<file path="config.mk">
export PLATFORM = sky130hd
export DESIGN_NAME = pc_bcd_encoder_flat
export DESIGN_NICKNAME = d
export VERILOG_FILES = /design/src/rtl/pc_bcd_encoder_pkg.sv /design/src/rtl/pc_bcd_encoder_if.sv /design/src/rtl/pc_bcd_encoder_bcd_digit_adj.sv /design/src/rtl/pc_bcd_encoder.sv /design/src/flat_wrapper.sv
export SDC_FILE = /design/constraint.sdc
export NUM_CORES = 1
export LEC_CHECK = 0
export CORE_AREA = 10 10 165 137
export CTS_CLUSTER_SIZE = 10
export DETAILED_ROUTE_END_ITERATION = 12
export DIE_AREA = 0 0 175 147
export DONT_BUFFER_PORTS = 1
export PLACE_DENSITY = 0.48
export SYNTH_ARGS = -nofsm -noshare
export SYNTH_HDL_FRONTEND = slang
export SYNTH_SLANG_ARGS = --single-unit
export TNS_END_PERCENT = 10
</file>
<file path="constraint.sdc">
create_clock -name CLK -period 2.3 [get_ports CLK]
set_input_delay 0.46 -clock CLK [delete_from_list [all_inputs] [get_ports CLK]]
set_output_delay 0.46 -clock CLK [all_outputs]
set_load 0.01 [all_outputs]
</file>
<file path="src/rtl/pc_bcd_encoder_pkg.sv">
// pc_bcd_pkg: shared types and constants for the binary-to-BCD encoder slice.
//   state_t        FSM encoding used by pc_bcd_encoder
//   BCD_DIGIT_W    width of one packed BCD digit
//   ADJ_THRESHOLD  digit value at or above which the add-3 correction applies
//   ADJ_ADD        correction added before each shift
package pc_bcd_pkg;

    typedef enum logic [1:0] {
        IDLE  = 2'd0,
        SHIFT = 2'd1,
        DONE  = 2'd2
    } state_t;

    localparam int                     BCD_DIGIT_W   = 4;
    localparam logic [BCD_DIGIT_W-1:0] ADJ_THRESHOLD = 4'd5;
    localparam logic [BCD_DIGIT_W-1:0] ADJ_ADD       = 4'd3;

endpackage

</file>
<file path="src/rtl/pc_bcd_encoder_if.sv">
// pc_bcd_encoder_if: request/result bundle between the PC value source and the encoder.
//   START  request a conversion (value source -> encoder)
//   DIN    binary value to convert (value source -> encoder)
//   BUSY   conversion in progress or result cycle (encoder -> consumers)
//   DONE   one-cycle result strobe (encoder -> consumers)
//   BCD    packed decimal digits, units at [3:0] (encoder -> consumers)
//   OVF    value did not fit in DIGITS digits (encoder -> consumers)
//   BLANK  per-digit leading-zero mask (encoder -> consumers)
// Modports: master = value source / consumers, slave = encoder.
interface pc_bcd_encoder_if #(
    parameter int DIN_W  = 32,
    parameter int DIGITS = 10
) ();

    logic                  START;
    logic [DIN_W-1:0]      DIN;
    logic                  BUSY;
    logic                  DONE;
    logic [4*DIGITS-1:0]   BCD;
    logic                  OVF;
    logic [DIGITS-1:0]     BLANK;

    modport master (
        output START, DIN,
        input  BUSY, DONE, BCD, OVF, BLANK
    );

    modport slave (
        input  START, DIN,
        output BUSY, DONE, BCD, OVF, BLANK
    );

endinterface

</file>
<file path="src/rtl/pc_bcd_encoder_bcd_digit_adj.sv">
// bcd_digit_adj: combinational add-3 correction for one BCD digit.
//   din   current digit value (0-9)
//   dout  din + 3 when din >= 5, else din; doubling dout yields the decimal carry in bit 3
module bcd_digit_adj
    import pc_bcd_pkg::*;
(
    input  logic [BCD_DIGIT_W-1:0] din,
    output logic [BCD_DIGIT_W-1:0] dout
);

    assign dout = (din >= ADJ_THRESHOLD) ? din + ADJ_ADD : din;

endmodule

</file>
<file path="src/rtl/pc_bcd_encoder.sv">
// pc_bcd_encoder: sequential double-dabble binary-to-BCD converter feeding the
// 7-segment decoder bank. One algorithm iteration per SHIFT cycle, DIN_W iterations.
//   CLK   system clock, rising edge
//   nRST  synchronous active-low reset
//   bus   pc_bcd_encoder_if.slave (START, DIN in; BUSY, DONE, BCD, OVF, BLANK out)
// Build option: define PC_BCD_ENCODER_LEADING_ZERO_BLANK_EN to generate the
// leading-zero BLANK mask; otherwise BLANK is tied to zero.
//
// state | meaning
// ------+-----------------------------------------------------------
// IDLE  | waiting for START; result registers hold last conversion
// SHIFT | one add-3 + shift iteration per cycle, DIN_W cycles
// DONE  | one-cycle result strobe, then back to IDLE
module pc_bcd_encoder
    import pc_bcd_pkg::*;
#(
    parameter int DIN_W  = 32,
    parameter int DIGITS = 10
) (
    input logic               CLK,
    input logic               nRST,
    pc_bcd_encoder_if.slave   bus
);

    localparam int                SCR_W    = BCD_DIGIT_W * DIGITS;
    localparam int                CNT_W    = (DIN_W > 1) ? $clog2(DIN_W) : 1;
    localparam logic [CNT_W-1:0]  CNT_LAST = CNT_W'(DIN_W - 1);

    state_t             state_q, state_d;
    logic [DIN_W-1:0]   shreg_q, shreg_d;
    logic [SCR_W-1:0]   scratch_q, scratch_d;
    logic [CNT_W-1:0]   cnt_q, cnt_d;
    logic               sticky_q, sticky_d;
    logic [SCR_W-1:0]   bcd_q, bcd_d;
    logic               ovf_q, ovf_d;

    logic [SCR_W-1:0]   adj;
    logic [SCR_W-1:0]   scratch_sh;
    logic [DIN_W-1:0]   shreg_sh;
    logic               carry_out;
    logic               last_iter;

    for (genvar g = 0; g < DIGITS; g++) begin : g_adj
        bcd_digit_adj u_adj (
            .din  (scratch_q[g*BCD_DIGIT_W +: BCD_DIGIT_W]),
            .dout (adj[g*BCD_DIGIT_W +: BCD_DIGIT_W])
        );
    end

    // {scratch, shreg} << 1 after correction; the bit leaving the top digit is
    // a decimal carry past the last digit, i.e. overflow.
    assign scratch_sh = {adj[SCR_W-2:0], shreg_q[DIN_W-1]};
    assign shreg_sh   = {shreg_q[DIN_W-2:0], 1'b0};
    assign carry_out  = adj[SCR_W-1];
    assign last_iter  = (state_q == SHIFT) && (cnt_q == CNT_LAST);

    always_ff @(posedge CLK) begin
        if (!nRST) begin
            state_q   <= IDLE;
            shreg_q   <= '0;
            scratch_q <= '0;
            cnt_q     <= '0;
            sticky_q  <= 1'b0;
            bcd_q     <= '0;
            ovf_q     <= 1'b0;
        end else begin
            state_q   <= state_d;
            shreg_q   <= shreg_d;
            scratch_q <= scratch_d;
            cnt_q     <= cnt_d;
            sticky_q  <= sticky_d;
            bcd_q     <= bcd_d;
            ovf_q     <= ovf_d;
        end
    end

    always_comb begin
        state_d   = state_q;
        shreg_d   = shreg_q;
        scratch_d = scratch_q;
        cnt_d     = cnt_q;
        sticky_d  = sticky_q;
        bcd_d     = bcd_q;
        ovf_d     = ovf_q;
        case (state_q)
            IDLE: begin
                if (bus.START) begin
                    state_d   = SHIFT;
                    shreg_d   = bus.DIN;
                    scratch_d = '0;
                    cnt_d     = '0;
                    sticky_d  = 1'b0;
                end
            end
            SHIFT: begin
                shreg_d   = shreg_sh;
                scratch_d = scratch_sh;
                sticky_d  = sticky_q | carry_out;
                if (cnt_q == CNT_LAST) begin
                    state_d = DONE;
                    // Result taken from the last iteration directly, not from
                    // scratch_q, so no extra correction follows the final shift.
                    bcd_d   = scratch_sh;
                    ovf_d   = sticky_q | carry_out;
                end else begin
                    cnt_d = cnt_q + 1'b1;
                end
            end
            DONE: begin
                state_d = IDLE;
            end
            default: begin
                state_d = IDLE;
            end
        endcase
    end

    assign bus.BUSY = (state_q == SHIFT) || (state_q == DONE);
    assign bus.DONE = (state_q == DONE);
    assign bus.BCD  = bcd_q;
    assign bus.OVF  = ovf_q;

`ifdef PC_BCD_ENCODER_LEADING_ZERO_BLANK_EN
    logic [DIGITS-1:0] blank_q;
    logic [DIGITS-1:0] blank_fin;

    // Digit i is blanked when it and every digit above it are zero; the units
    // digit is never blanked so a zero value still shows "0".
    always_comb begin
        logic zero_above;
        zero_above = 1'b1;
        blank_fin  = '0;
        for (int i = DIGITS - 1; i > 0; i--) begin
            zero_above   = zero_above & (scratch_sh[i*BCD_DIGIT_W +: BCD_DIGIT_W] == '0);
            blank_fin[i] = zero_above;
        end
    end

    always_ff @(posedge CLK) begin
        if (!nRST) begin
            blank_q <= ~DIGITS'(1);
        end else if (last_iter) begin
            blank_q <= blank_fin;
        end
    end

    assign bus.BLANK = blank_q;
`else
    assign bus.BLANK = '0;
`endif

endmodule
</file>
<file path="src/flat_wrapper.sv">
// flat-port wrapper written by rule: the top's interface ports become plain ports
module pc_bcd_encoder_flat import pc_bcd_pkg::*;
#(
    parameter int DIN_W  = 32,
    parameter int DIGITS = 10
)
  (CLK, nRST, bus_START, bus_DIN, bus_BUSY, bus_DONE, bus_BCD, bus_OVF, bus_BLANK);
  pc_bcd_encoder_if #(.DIN_W(DIN_W), .DIGITS(DIGITS)) bus_i ();
  input logic CLK;
  input logic nRST;
  input wire logic [$bits(bus_i.START)-1:0] bus_START;
  input wire logic [$bits(bus_i.DIN)-1:0] bus_DIN;
  output wire logic [$bits(bus_i.BUSY)-1:0] bus_BUSY;
  output wire logic [$bits(bus_i.DONE)-1:0] bus_DONE;
  output wire logic [$bits(bus_i.BCD)-1:0] bus_BCD;
  output wire logic [$bits(bus_i.OVF)-1:0] bus_OVF;
  output wire logic [$bits(bus_i.BLANK)-1:0] bus_BLANK;
  assign bus_i.START = bus_START;
  assign bus_i.DIN = bus_DIN;
  assign bus_BUSY = bus_i.BUSY;
  assign bus_DONE = bus_i.DONE;
  assign bus_BCD = bus_i.BCD;
  assign bus_OVF = bus_i.OVF;
  assign bus_BLANK = bus_i.BLANK;
  pc_bcd_encoder #(.DIN_W(DIN_W), .DIGITS(DIGITS)) u_core (.CLK(CLK), .nRST(nRST), .bus(bus_i));
endmodule
</file>
==> impl_table.tex, run 1 <==
\begin{tabular}{lr}
\hline
Metric & Value \\
\hline
\multicolumn{2}{l}{\textbf{Logic synthesis}} \\
Register area share after synthesis & between 40 and 50\% \\
FFs w/ async S/R, synth & 0\% \\
Avg Synthesized Cell Area & around 9 µm² \\
Number of distinct library cells after synthesis & 39 \\
Yosys warning total & 0 \\
Post-Syn Area & approximately 5700 µm² \\
Number of instances in the synthesized netlist & 630 \\
Number of synthesized register bits & 121 \\
Most frequently used flop master after synthesis & dfxtp\_1 \\
Post-synth EDFFs & 0 \\
\multicolumn{2}{l}{\textbf{Finish}} \\
Number of fill cells in the layout & 1,986 \\
Final antenna diode count & 0 \\
Final Instance Count excl. Fillers & between 800 and 900 \\
Fraction of final layout cells with drive strength greater than 1 & under 10\% \\
\# nets final & around 680 \\
Area taken by flip-flops and latches & about 2400 µm² \\
Area occupied by multi-input gates & between 2000 and 3000 µm² \\
Layout area overhead & 13.7\% \\
\multicolumn{2}{l}{\textbf{Floorplanning}} \\
Die Outline Area & 25,700 µm² \\
Width of the chip & around 180 µm \\
Starting Density & about 29\% \\
Site row count & 46 \\
Number of top-level pins & slightly below 90 \\
Area of the core & about 19,000 µm² \\
Height of the die & 147 µm \\
\multicolumn{2}{l}{\textbf{Timing}} \\
Relative slew margins & a little under two thirds \\
Setup Viol. Count Final & 0 \\
Pin slew with the least headroom to its limit & 0.544 ns \\
Final setup margin & 0.385 ns \\
Endpoints failing hold & 0 \\
Min Tclk post-route & roughly 1.9 ns \\
F\_max & 522 MHz \\
Portion of the clock cycle consumed by the worst path in the final layout & between 80\% and 90\% \\
Largest clock skew in the final design & 0.00976 ns \\
Setup tns final & 0 ns \\
Number of max-slew violations in the final report & 0 \\
Worst hold slack & about 0.20 ns \\
Unrepaired setup endpoints after global routing & false \\
\multicolumn{2}{l}{\textbf{Global route}} \\
Pin count of the biggest net entering global routing & 105 \\
Via count of the first global-routing pass & $\sim$4,000 \\
Initial antenna violation count & 0 \\
First-pass GRT wire length & roughly 22 mm \\
Remaining global-route overflow & 0 \\
GRT Total Usage & 10.6\% \\
\multicolumn{2}{l}{\textbf{Job}} \\
Number of max-capacitance violations reported & 0 \\
\multicolumn{2}{l}{\textbf{Critical path}} \\
Data arrival at the endpoint of the critical path & approximately 2.2 ns \\
R2R Path End & u\_core.scratch\_q[7] \\
R2r setup slk & 0.38 ns \\
Path type of the worst setup path & reg2reg \\
Worst-case reg-to-reg path depth & 6 \\
Critical path required time & roughly 2.6 ns \\
Setup crit end kind & flip-flop \\
CP Max Fanout & 19 \\
Beginning of the worst register-to-register path & u\_core.state\_q[0] \\
Startpoint kind of the worst setup timing path & flip-flop \\
\multicolumn{2}{l}{\textbf{Clock network}} \\
Clock tree from TritonCTS & done \\
Number of clock buffers inserted by TritonCTS & 17 \\
H-tree level count & 4 \\
Post-CTS setup repair buffer count & 0 \\
Register clock-pin slew on the reported worst setup and hold paths & around 0.060 ns \\
Clk sinks & 121 \\
Number of resized instances in the post-cts repair step & 0 \\
Maximum buffer depth of the clock tree & 2 \\
Clock root cell & clkbuf\_16 \\
Cts hold-fix bufs & 0 \\
Worst-Skew Late Latency & 0.41 ns \\
\multicolumn{2}{l}{\textbf{Drt}} \\
Initial drt markers & $\sim$250 \\
Routed WL per cell & $\sim$15 µm \\
Final routed wirelength across all metal layers & 13.8 mm \\
Post-detailed-route DRC marker count & 0 \\
First drt pass iteration count & 4 \\
Total number of vias & about 4,300 \\
Number of antenna-violating nets in the routed design & 0 \\
Vias/cell & a little under 5 \\
\multicolumn{2}{l}{\textbf{Pwr}} \\
Total power & between 5 and 6 mW \\
Areal power density over the cells & 882 nW/µm² \\
Static Leak & roughly 2.5 nW \\
Largest voltage drop on the vdd net & 0.429 mV \\
\multicolumn{2}{l}{\textbf{Placement}} \\
DP Cell Count & 860 \\
Final Wtd Congestion & between 0.7 and 0.8 \\
Sum of net half-perimeters after detailed placement & 9.38 mm \\
Setup Slack @ Placement & around 0.43 ns \\
Number of port buffers & 0 \\
\multicolumn{2}{l}{\textbf{Worst hold path}} \\
Worst hold path cell count & 2 \\
WHS Endpoint & u\_core.bus.BCD[12] \\
Worst min path class & in2reg \\
Worst Hold Launch & nRST \\
\multicolumn{2}{l}{\textbf{Run status}} \\
Outcome & finished, final reports clean \\
\hline
\end{tabular}
## placed cells by master, fill, tap and decap left out, drive strengths merged, types with 3 or more instances in the layout
master / n
a21oi: 51
and2: 3
buf: 8
bufinv: 5
clkbuf: 18
clkinv: 3
clkinvlp: 4
conb: 10
dfxtp: 121
ha: 26
inv: 26
mux2: 12
mux2i: 33
nand2: 79
nand2b: 11
nand3: 34
nor2: 4
nor2b: 5
nor3b: 19
o211a: 31
o21ai: 83
o22ai: 10
o31a: 9
xnor2: 11
## per-layer routing
| metal | vias up | GRT usage [%] | wire (µm) |
|---|---|---|---|
| met5 | - | 0 | 0 |
| met4 | 0 | 3.13 | 145 |
| met3 | 10 | 3.79 | 821 |
| met2 | 75 | 17.5 | 6690 |
| met1 | 2080 | 12.7 | 6170 |
| li1 | 2174 | - | - |
## cell usage after synthesis (9+ instances only)
cell type  number  area [µm²]
buf_2          12        60.1
nand2b_1       11        68.8
clkbuf_1       17        63.8
a21oi_1        51         255
xnor2_1        11        96.3
mux2i_1        32         320
buf_4          11        82.6
nand3_1        34         170
nand2_1        78         293
dfxtp_1       121        2420
inv_1          24        90.1
ha_1           26         325
nor3b_1        19         143
o21ai_0        73         365
mux2_2         11         124
o31a_1          9        78.8
o22ai_1        10        62.6
o211a_1        31         310
o21ai_1        10        50.1
## per-stage QoR
stage	instance area, µm²	util [%]
after floorplan	5710	-
after global routing	6450	33.4
after detailed placement	5800	30.0
after global placement	5800	30.0
after CTS	6450	33.4
final	6450	33.4
## how the worst max path moves through the flow
stage / startpoint / to / slack (ns) / cells after the start
4_1_cts: u_core.state_q[0] / u_core.scratch_q[7] / 0.38 / 6
3_3_place_gp: u_core.state_q[1] / u_core.shreg_q[30] / 0.49 / 6
6_report: u_core.state_q[0] / u_core.scratch_q[7] / 0.38 / 6
3_5_place_dp: u_core.state_q[0] / u_core.scratch_q[35] / 0.43 / 6
5_1_grt: u_core.state_q[0] / u_core.scratch_q[7] / 0.23 / 6
2_1_floorplan: u_core.cnt_q[0] / u_core.bus.BCD[14] / 0.62 / 8
## final cells by class
class	count	area share [%]
clock buffer	18	6.65
clock inverter	14	3.41
inverter	24	1.40
multi-input combinational	443	44.8
sequential	121	37.5
tap	264	5.12
timing repair buffer	8	1.12
## power breakdown
| group | internal [mW] | switching (mW) | leakage, nW |
|---|---|---|---|
| registers | 2.19 | 0.0513 | 0.982 |
| logic | 0.224 | 0.290 | 1.22 |
| clock network | 1.93 | 1.01 | 0.303 |
| total | 4.34 | 1.35 | 2.51 |
## cells by family (layout without fill, tap and decap cells)
group	count (synthesis)	in the layout	share of synthesized area, %
other cells	1	10	0.0661
buf+inv	75	64	7.05
compound gates	192	192	20.8
fa+ha+maj	26	26	5.73
simple gates	158	158	13.5
flops	121	121	42.7
mux	45	45	8.33
xor+xnor	12	12	1.85
## worst max-delay path, cell delays in order (launching register included)
cell,delay [ns]
dfxtp_1,0.37
inv_1,0.10
ha_1,0.29
nand2b_1,0.27
nand2_2,0.31
o31a_1,0.33
o22ai_1,0.17
## flip-flops by register name (all words and copies together), names as in the netlist
register and cells:
u_core.shreg_q 32, u_core.sticky_q 1, u_core.bus.BCD 40, u_core.cnt_q 5, u_core.state_q 2, u_core.bus.OVF 1, u_core.scratch_q 40
No activity file was read; power rests on OpenSTA's default activity.
==> inputs of run 2 (changes only) <==
- clock period: 2.3 -> 1.83 ns (I/O delays scaled with it)
==> impl_table.tex, run 2 (synthesis gave the netlist of run 1 again) <==
\begin{tabular}{lr}
\hline
Metric & Value \\
\hline
\multicolumn{2}{l}{\textbf{Run status}} \\
Outcome & finished, final reports clean \\
\multicolumn{2}{l}{\textbf{Floorplanning}} \\
Area of the core & 19,300 µm² (unchanged) \\
Height of the die & 147 µm (unchanged) \\
Site row count & 46 (unchanged) \\
Die Outline Area & 25,700 µm² (unchanged) \\
Starting Density & 29.3\% (unchanged) \\
Width of the chip & 175 µm (unchanged) \\
Number of top-level pins & 88 (unchanged) \\
\multicolumn{2}{l}{\textbf{Drt}} \\
DR WL met3 & 774 µm (-5.7\%) \\
Post-detailed-route DRC marker count & 0 (unchanged) \\
Routed WL per cell & 15.4 µm (-0.48\%) \\
Number of antenna-violating nets in the routed design & 0 (unchanged) \\
Vias/cell & 4.76 (-2.2\%) \\
Length of routed met2 wiring & 6.72 mm (+0.46\%) \\
Met1 wire length & 6.19 mm (+0.42\%) \\
First drt pass iteration count & 4 (unchanged) \\
Highest metal used & met4 \\
Final routed wirelength across all metal layers & 13.8 mm (about the same) \\
Total number of vias & 4,261 (-1.8\%) \\
Initial drt markers & 212 (-16\%) \\
\multicolumn{2}{l}{\textbf{Critical path}} \\
Cells traversed along the worst timing path & inv\_1, ha\_2, mux2\_4, nand2\_1, mux2\_2, and2\_1 \\
CP Max Fanout & 13 (-6) \\
Data arrival at the endpoint of the critical path & 2.10 ns (-0.14 ns) \\
Path type of the worst setup path & reg2reg \\
Sum of buffers and inverters on the critical path & 1 (unchanged) \\
Critical path required time & 2.13 ns (-0.49 ns) \\
Slowest cell on the critical path & ha\_2 \\
Crit-path max cell delay & 0.38 ns (about the same) \\
Cell family with the largest share of critical-path delay & multiplexers \\
Critical path depth & 6 (unchanged) \\
Setup crit end kind & flip-flop \\
Worst-case reg-to-reg path depth & 6 (unchanged) \\
Startpoint kind of the worst setup timing path & flip-flop \\
\multicolumn{2}{l}{\textbf{Timing}} \\
Unrepaired setup endpoints after global routing & true \\
Setup tns final & 0 ns (unchanged) \\
Endpoints failing hold & 0 (unchanged) \\
Setup Viol. Count Final & 0 (unchanged) \\
Min Tclk post-route & 1.80 ns (-0.118 ns) \\
F\_max & 557 MHz (+6.6\%) \\
Largest clock skew in the final design & 0.00765 ns (-0.00211 ns) \\
Portion of the clock cycle consumed by the worst path in the final layout & 98.2\% (+15 points) \\
Number of max-slew violations in the final report & 0 (unchanged) \\
\multicolumn{2}{l}{\textbf{Clock network}} \\
Worst-Skew Late Latency & 0.42 ns (about the same) \\
H-tree level count & 4 (unchanged) \\
Clock tree from TritonCTS & done \\
Maximum buffer depth of the clock tree & 2 (unchanged) \\
Register clock-pin slew on the reported worst setup and hold paths & 0.06 ns (about the same) \\
Clock root cell & clkbuf\_16 \\
Number of resized instances in the post-cts repair step & 0 (unchanged) \\
Cts hold-fix bufs & 0 (unchanged) \\
Post-CTS setup repair buffer count & 0 (unchanged) \\
Clk sinks & 121 (unchanged) \\
Number of clock buffers inserted by TritonCTS & 17 (unchanged) \\
\multicolumn{2}{l}{\textbf{Global route}} \\
Remaining global-route overflow & 0 (unchanged) \\
GRT Total Usage & 10.7\% (+0.083 points) \\
Pin count of the biggest net entering global routing & 105 (unchanged) \\
Via count of the first global-routing pass & 4,089 (+1.4\%) \\
Initial antenna violation count & 0 (unchanged) \\
First-pass GRT wire length & 21.9 mm (-0.35\%) \\
\multicolumn{2}{l}{\textbf{Finish}} \\
Post-route cell area & 6490 µm² (+0.62\%) \\
Top library cells by usage in the layout, fill and taps aside & dfxtp\_1 (121), nand2\_1 (78), o21ai\_0 (73) \\
Layout area overhead & 14.4\% \\
\# nets final & 680 (+0.59\%) \\
Commonest non-fill, non-tap cell in the layout & dfxtp\_1 \\
Final antenna diode count & 0 (unchanged) \\
Fraction of final layout cells with drive strength greater than 1 & 9.97\% (+1.2 points) \\
\multicolumn{2}{l}{\textbf{Placement}} \\
Number of port buffers & 0 (unchanged) \\
Sum of net half-perimeters after detailed placement & 9.48 mm (+1.1\%) \\
Cell Area, Placed & 5880 µm² (+1.4\%) \\
Final Wtd Congestion & 0.741 (-6.0\%) \\
\multicolumn{2}{l}{\textbf{Pwr}} \\
Int Power & 5.11 mW (+18\%) \\
Areal power density over the cells & 1060 nW/µm² (+20\%) \\
Static Leak & 2.53 nW (+1.0\%) \\
Share of power burned in combinational logic & 10.3\% (+1.3 points) \\
Total power & 6.86 mW (+21\%) \\
Switching fraction of total power & 25.6\% (+1.9 points) \\
Largest voltage drop on the vdd net & 0.620 mV (+45\%) \\
Switching power of the nets & 1.76 mW (+30\%) \\
Clk network pwr share & 48.7\% (-2.9 points) \\
Power share of the sequential group & 41.0\% (+1.6 points) \\
\multicolumn{2}{l}{\textbf{Worst hold path}} \\
Worst hold path cell count & 2 (unchanged) \\
Worst min path class & in2reg \\
\multicolumn{2}{l}{\textbf{Job}} \\
Number of max-capacitance violations reported & 0 (unchanged) \\
\hline
\end{tabular}
==> run 2: area by class of cell <==
type	count	area, µm²
clock inverter	15	166
inverter	24	90.1
multi-input combinational	443	2900
sequential	121	2420
clock buffer	17	425
tap	264	330
fill	1987	12800
timing repair buffer	12	156
==> run 2: metal layers <==
| metal | GRT usage [%] | vias to the layer above |
|---|---|---|
| met5 | 0 | - |
| met4 | 3.81 | 0 |
| met3 | 4.02 | 11 |
| met2 | 17.6 | 63 |
| met1 | 12.5 | 2004 |
| li1 | - | 2183 |
==> run 2: through the flow <==
step | cells | setup WS [ns] | hold WS, ns | utilization, %
6_report | 896 | 0.0331 | 0.103 | 33.6
5_1_grt | 896 | -0.0527 | 0.0952 | 33.6
4_1_cts | 896 | 0.0151 | 0.0777 | 33.5
3_5_place_dp | 864 | 0.0453 | 0.449 | 30.4
3_3_place_gp | 864 | 0.0840 | 0.448 | 30.4
2_1_floorplan | 639 | 0.147 | 0.430 | -
==> run 2: worst paths after layout <==
check / from / end / slack (ns)
setup / recovery: u_core.state_q[1] / u_core.cnt_q[0] / 0.03
hold / removal: nRST / u_core.bus.BCD[27] / 0.10
setup reg to reg: u_core.state_q[1] / u_core.cnt_q[0] / 0.03
hold reg to reg: u_core.shreg_q[0] / u_core.shreg_q[0] / 0.46
==> run 2: power groups by stage <==
stage	clock (mW)	combinational, mW	sequential, mW
floorplan	0	0.640	2.86
global placement	0	0.689	2.87
detailed placement	0	0.706	2.87
CTS	3.44	0.708	2.81
global route	3.55	0.785	2.83
finish	3.34	0.706	2.81
==> inputs of run 3 (changes only) <==
--- a/config.mk
+++ b/config.mk
@@ -7,2 +7,3 @@
 export LEC_CHECK = 0
+export CAP_MARGIN = 20
 export CORE_AREA = 10 10 165 137
@@ -13,2 +14,3 @@
 export PLACE_DENSITY = 0.48
+export REMOVE_ABC_BUFFERS = 1
 export SYNTH_ARGS = -nofsm -noshare
==> constraint.sdc (replaced) <==
create_clock -name CLK -period 1.83 [get_ports CLK]
set_input_delay 0.549 -clock CLK [delete_from_list [all_inputs] [get_ports CLK]]
set_output_delay 0.549 -clock CLK [all_outputs]
set_load 0.01 [all_outputs]
==> impl_table.tex, run 3 (synthesis gave the netlist of run 1 again) <==
\begin{tabular}{lr}
\hline
Metric & Value \\
\hline
\multicolumn{2}{l}{\textbf{Placement}} \\
Cell Area, Placed & 5920 µm² (+0.68\%) \\
DP Cell Count & 866 (+0.23\%) \\
Final Wtd Congestion & 0.768 (+3.6\%) \\
Number of port buffers & 0 (unchanged) \\
Sum of net half-perimeters after detailed placement & 9.53 mm (+0.52\%) \\
\multicolumn{2}{l}{\textbf{Clock network}} \\
Cts hold-fix bufs & 0 (unchanged) \\
H-tree level count & 4 (unchanged) \\
Number of clock buffers inserted by TritonCTS & 17 (unchanged) \\
Clk sinks & 121 (unchanged) \\
Clock root cell & clkbuf\_16 \\
Clock tree from TritonCTS & done \\
Register clock-pin slew on the reported worst setup and hold paths & 0.05 ns (about the same) \\
Post-CTS setup repair buffer count & 0 (unchanged) \\
Worst-Skew Late Latency & 0.41 ns (about the same) \\
Maximum buffer depth of the clock tree & 2 (unchanged) \\
Number of resized instances in the post-cts repair step & 0 (unchanged) \\
\multicolumn{2}{l}{\textbf{Critical path}} \\
R2r setup slk & 0.09 ns (+0.06 ns) \\
CP Max Fanout & 3 (-10) \\
Setup crit end kind & output port \\
Beginning of the worst register-to-register path & u\_core.state\_q[1] \\
Startpoint kind of the worst setup timing path & flip-flop \\
Worst-case reg-to-reg path depth & 6 (unchanged) \\
R2R Path End & u\_core.cnt\_q[0] \\
Data arrival at the endpoint of the critical path & 1.23 ns (-0.87 ns) \\
Path type of the worst setup path & reg2out \\
Critical path required time & 1.28 ns (-0.85 ns) \\
\multicolumn{2}{l}{\textbf{Finish}} \\
\# nets final & 682 (+0.29\%) \\
Area occupied by multi-input gates & 2900 µm² (about the same) \\
Core Util, Final & 33.4\% (-0.14 points) \\
Final antenna diode count & 0 (unchanged) \\
Fraction of final layout cells with drive strength greater than 1 & 9.79\% (-0.17 points) \\
Number of fill cells in the layout & 2,009 (+1.1\%) \\
Post-route cell area & 6470 µm² (-0.42\%) \\
Layout area overhead & 13.9\% \\
Top library cells by usage in the layout, fill and taps aside & dfxtp\_1 (121), nand2\_1 (77), o21ai\_0 (73) \\
Area taken by flip-flops and latches & 2420 µm² (unchanged) \\
Commonest non-fill, non-tap cell in the layout & dfxtp\_1 \\
Final Instance Count excl. Fillers & 897 (+0.11\%) \\
\multicolumn{2}{l}{\textbf{Pwr}} \\
Power share of the sequential group & 43.3\% (+2.3 points) \\
Largest voltage drop on the vdd net & 0.524 mV (-15\%) \\
Share of power burned in combinational logic & 10.9\% (+0.6 points) \\
Switching power of the nets & 1.61 mW (-8.6\%) \\
Int Power & 4.90 mW (-4.1\%) \\
Total power & 6.50 mW (-5.3\%) \\
Clk network pwr share & 45.7\% (-3.0 points) \\
Areal power density over the cells & 1010 nW/µm² (-4.8\%) \\
Switching fraction of total power & 24.7\% (-0.89 points) \\
Static Leak & 2.52 nW (-0.59\%) \\
\multicolumn{2}{l}{\textbf{Global route}} \\
Pin count of the biggest net entering global routing & 105 (unchanged) \\
Initial antenna violation count & 0 (unchanged) \\
Remaining global-route overflow & 0 (unchanged) \\
Via count of the first global-routing pass & 4,199 (+2.7\%) \\
First-pass GRT wire length & 22.8 mm (+4.0\%) \\
GRT Total Usage & 11.0\% (+0.34 points) \\
\multicolumn{2}{l}{\textbf{Drt}} \\
Routed WL per cell & 15.7 µm (+1.9\%) \\
Initial drt markers & 312 (+47\%) \\
Number of antenna-violating nets in the routed design & 0 (unchanged) \\
Total number of vias & 4,355 (+2.2\%) \\
First drt pass iteration count & 6 (+2) \\
Vias/cell & 4.86 (+2.1\%) \\
Final routed wirelength across all metal layers & 14.1 mm (+2.0\%) \\
Post-detailed-route DRC marker count & 0 (unchanged) \\
\multicolumn{2}{l}{\textbf{Timing}} \\
F\_max & 563 MHz (+1.2\%) \\
Number of max-slew violations in the final report & 0 (unchanged) \\
Endpoints failing hold & 0 (unchanged) \\
Largest clock skew in the final design & 0.00663 ns (-0.00102 ns) \\
Setup Viol. Count Final & 0 (unchanged) \\
Min Tclk post-route & 1.78 ns (-0.0213 ns) \\
Worst hold slack & 0.277 ns (+0.174 ns) \\
Unrepaired setup endpoints after global routing & true \\
Portion of the clock cycle consumed by the worst path in the final layout & 97.0\% (-1.2 points) \\
\multicolumn{2}{l}{\textbf{Worst hold path}} \\
Worst Hold Launch & nRST \\
Worst hold path cell count & 1 (-1) \\
WHS Endpoint & u\_core.shreg\_q[21] \\
Worst min path class & in2reg \\
\multicolumn{2}{l}{\textbf{Run status}} \\
Outcome & finished, final reports clean \\
\multicolumn{2}{l}{\textbf{Floorplanning}} \\
Site row count & 46 (unchanged) \\
Width of the chip & 175 µm (unchanged) \\
Number of top-level pins & 88 (unchanged) \\
Die Outline Area & 25,700 µm² (unchanged) \\
Starting Density & 29.3\% (unchanged) \\
Area of the core & 19,300 µm² (unchanged) \\
Height of the die & 147 µm (unchanged) \\
\multicolumn{2}{l}{\textbf{Job}} \\
Number of max-capacitance violations reported & 0 (unchanged) \\
\hline
\end{tabular}
-- run 3: cell count changes in the layout (fill, tap and decap cells not counted), sizes merged --
cell	previous run	this run
clkbuf	17	23
buf	12	14
clkinvlp	2	3
bufinv	2	0
inv	30	24
-- run 3: how the worst max path moves through the flow --
stage | slack [ns] | depth (start not counted) | to | start
2_1_floorplan | -1.44 | 5 | u_core.bus.BCD[13] | u_core.state_q[1]
3_3_place_gp | 0.07 | 7 | u_core.cnt_q[3] | u_core.cnt_q[0]
3_5_place_dp | 0.05 | 7 | u_core.bus.BCD[37] | u_core.cnt_q[0]
4_1_cts | 0.03 | 2 | bus_BUSY | u_core.state_q[1]
5_1_grt | -0.05 | 6 | u_core.cnt_q[0] | u_core.state_q[1]
6_report | 0.05 | 2 | bus_BUSY | u_core.state_q[1]
-- run 3: layout make-up --
type | instances | area share [%]
inverter | 24 | 1.39
tap | 264 | 5.11
multi-input combinational | 443 | 44.9
clock buffer | 23 | 7.39
sequential | 121 | 37.5
clock inverter | 8 | 0.735
timing repair buffer | 14 | 3.04
-- run 3: power groups by stage --
stage / clock (mW) / sequential [mW] / combinational [mW]
finish: 2.97 / 2.82 / 0.711
global route: 3.20 / 2.83 / 0.790
CTS: 3.07 / 2.82 / 0.716
detailed placement: 0 / 2.87 / 0.713
global placement: 0 / 2.87 / 0.699
floorplan: 0 / 2.86 / 0.524
-- run 3: per-layer routing --
metal / share of wire, % / track usage (%)
met2: 46 / 17.3
met3: 6.7 / 4.28
met5: 0 / 0
met4: 1.8 / 4.87
met1: 45 / 13.2
-- run 3: through the flow --
stage               setup TNS [ns]  setup slack [ns]
CTS                              0            0.0264
detailed placement               0            0.0462
global placement                 0            0.0748
floorplan                  -134.30             -1.44
finish                           0            0.0544
global route                -0.124           -0.0473
-- run 3: worst max-delay path: stages (launching register included) --
cell	delay (ns)
dfxtp_1	0.37
inv_1	0.10
ha_1	0.35
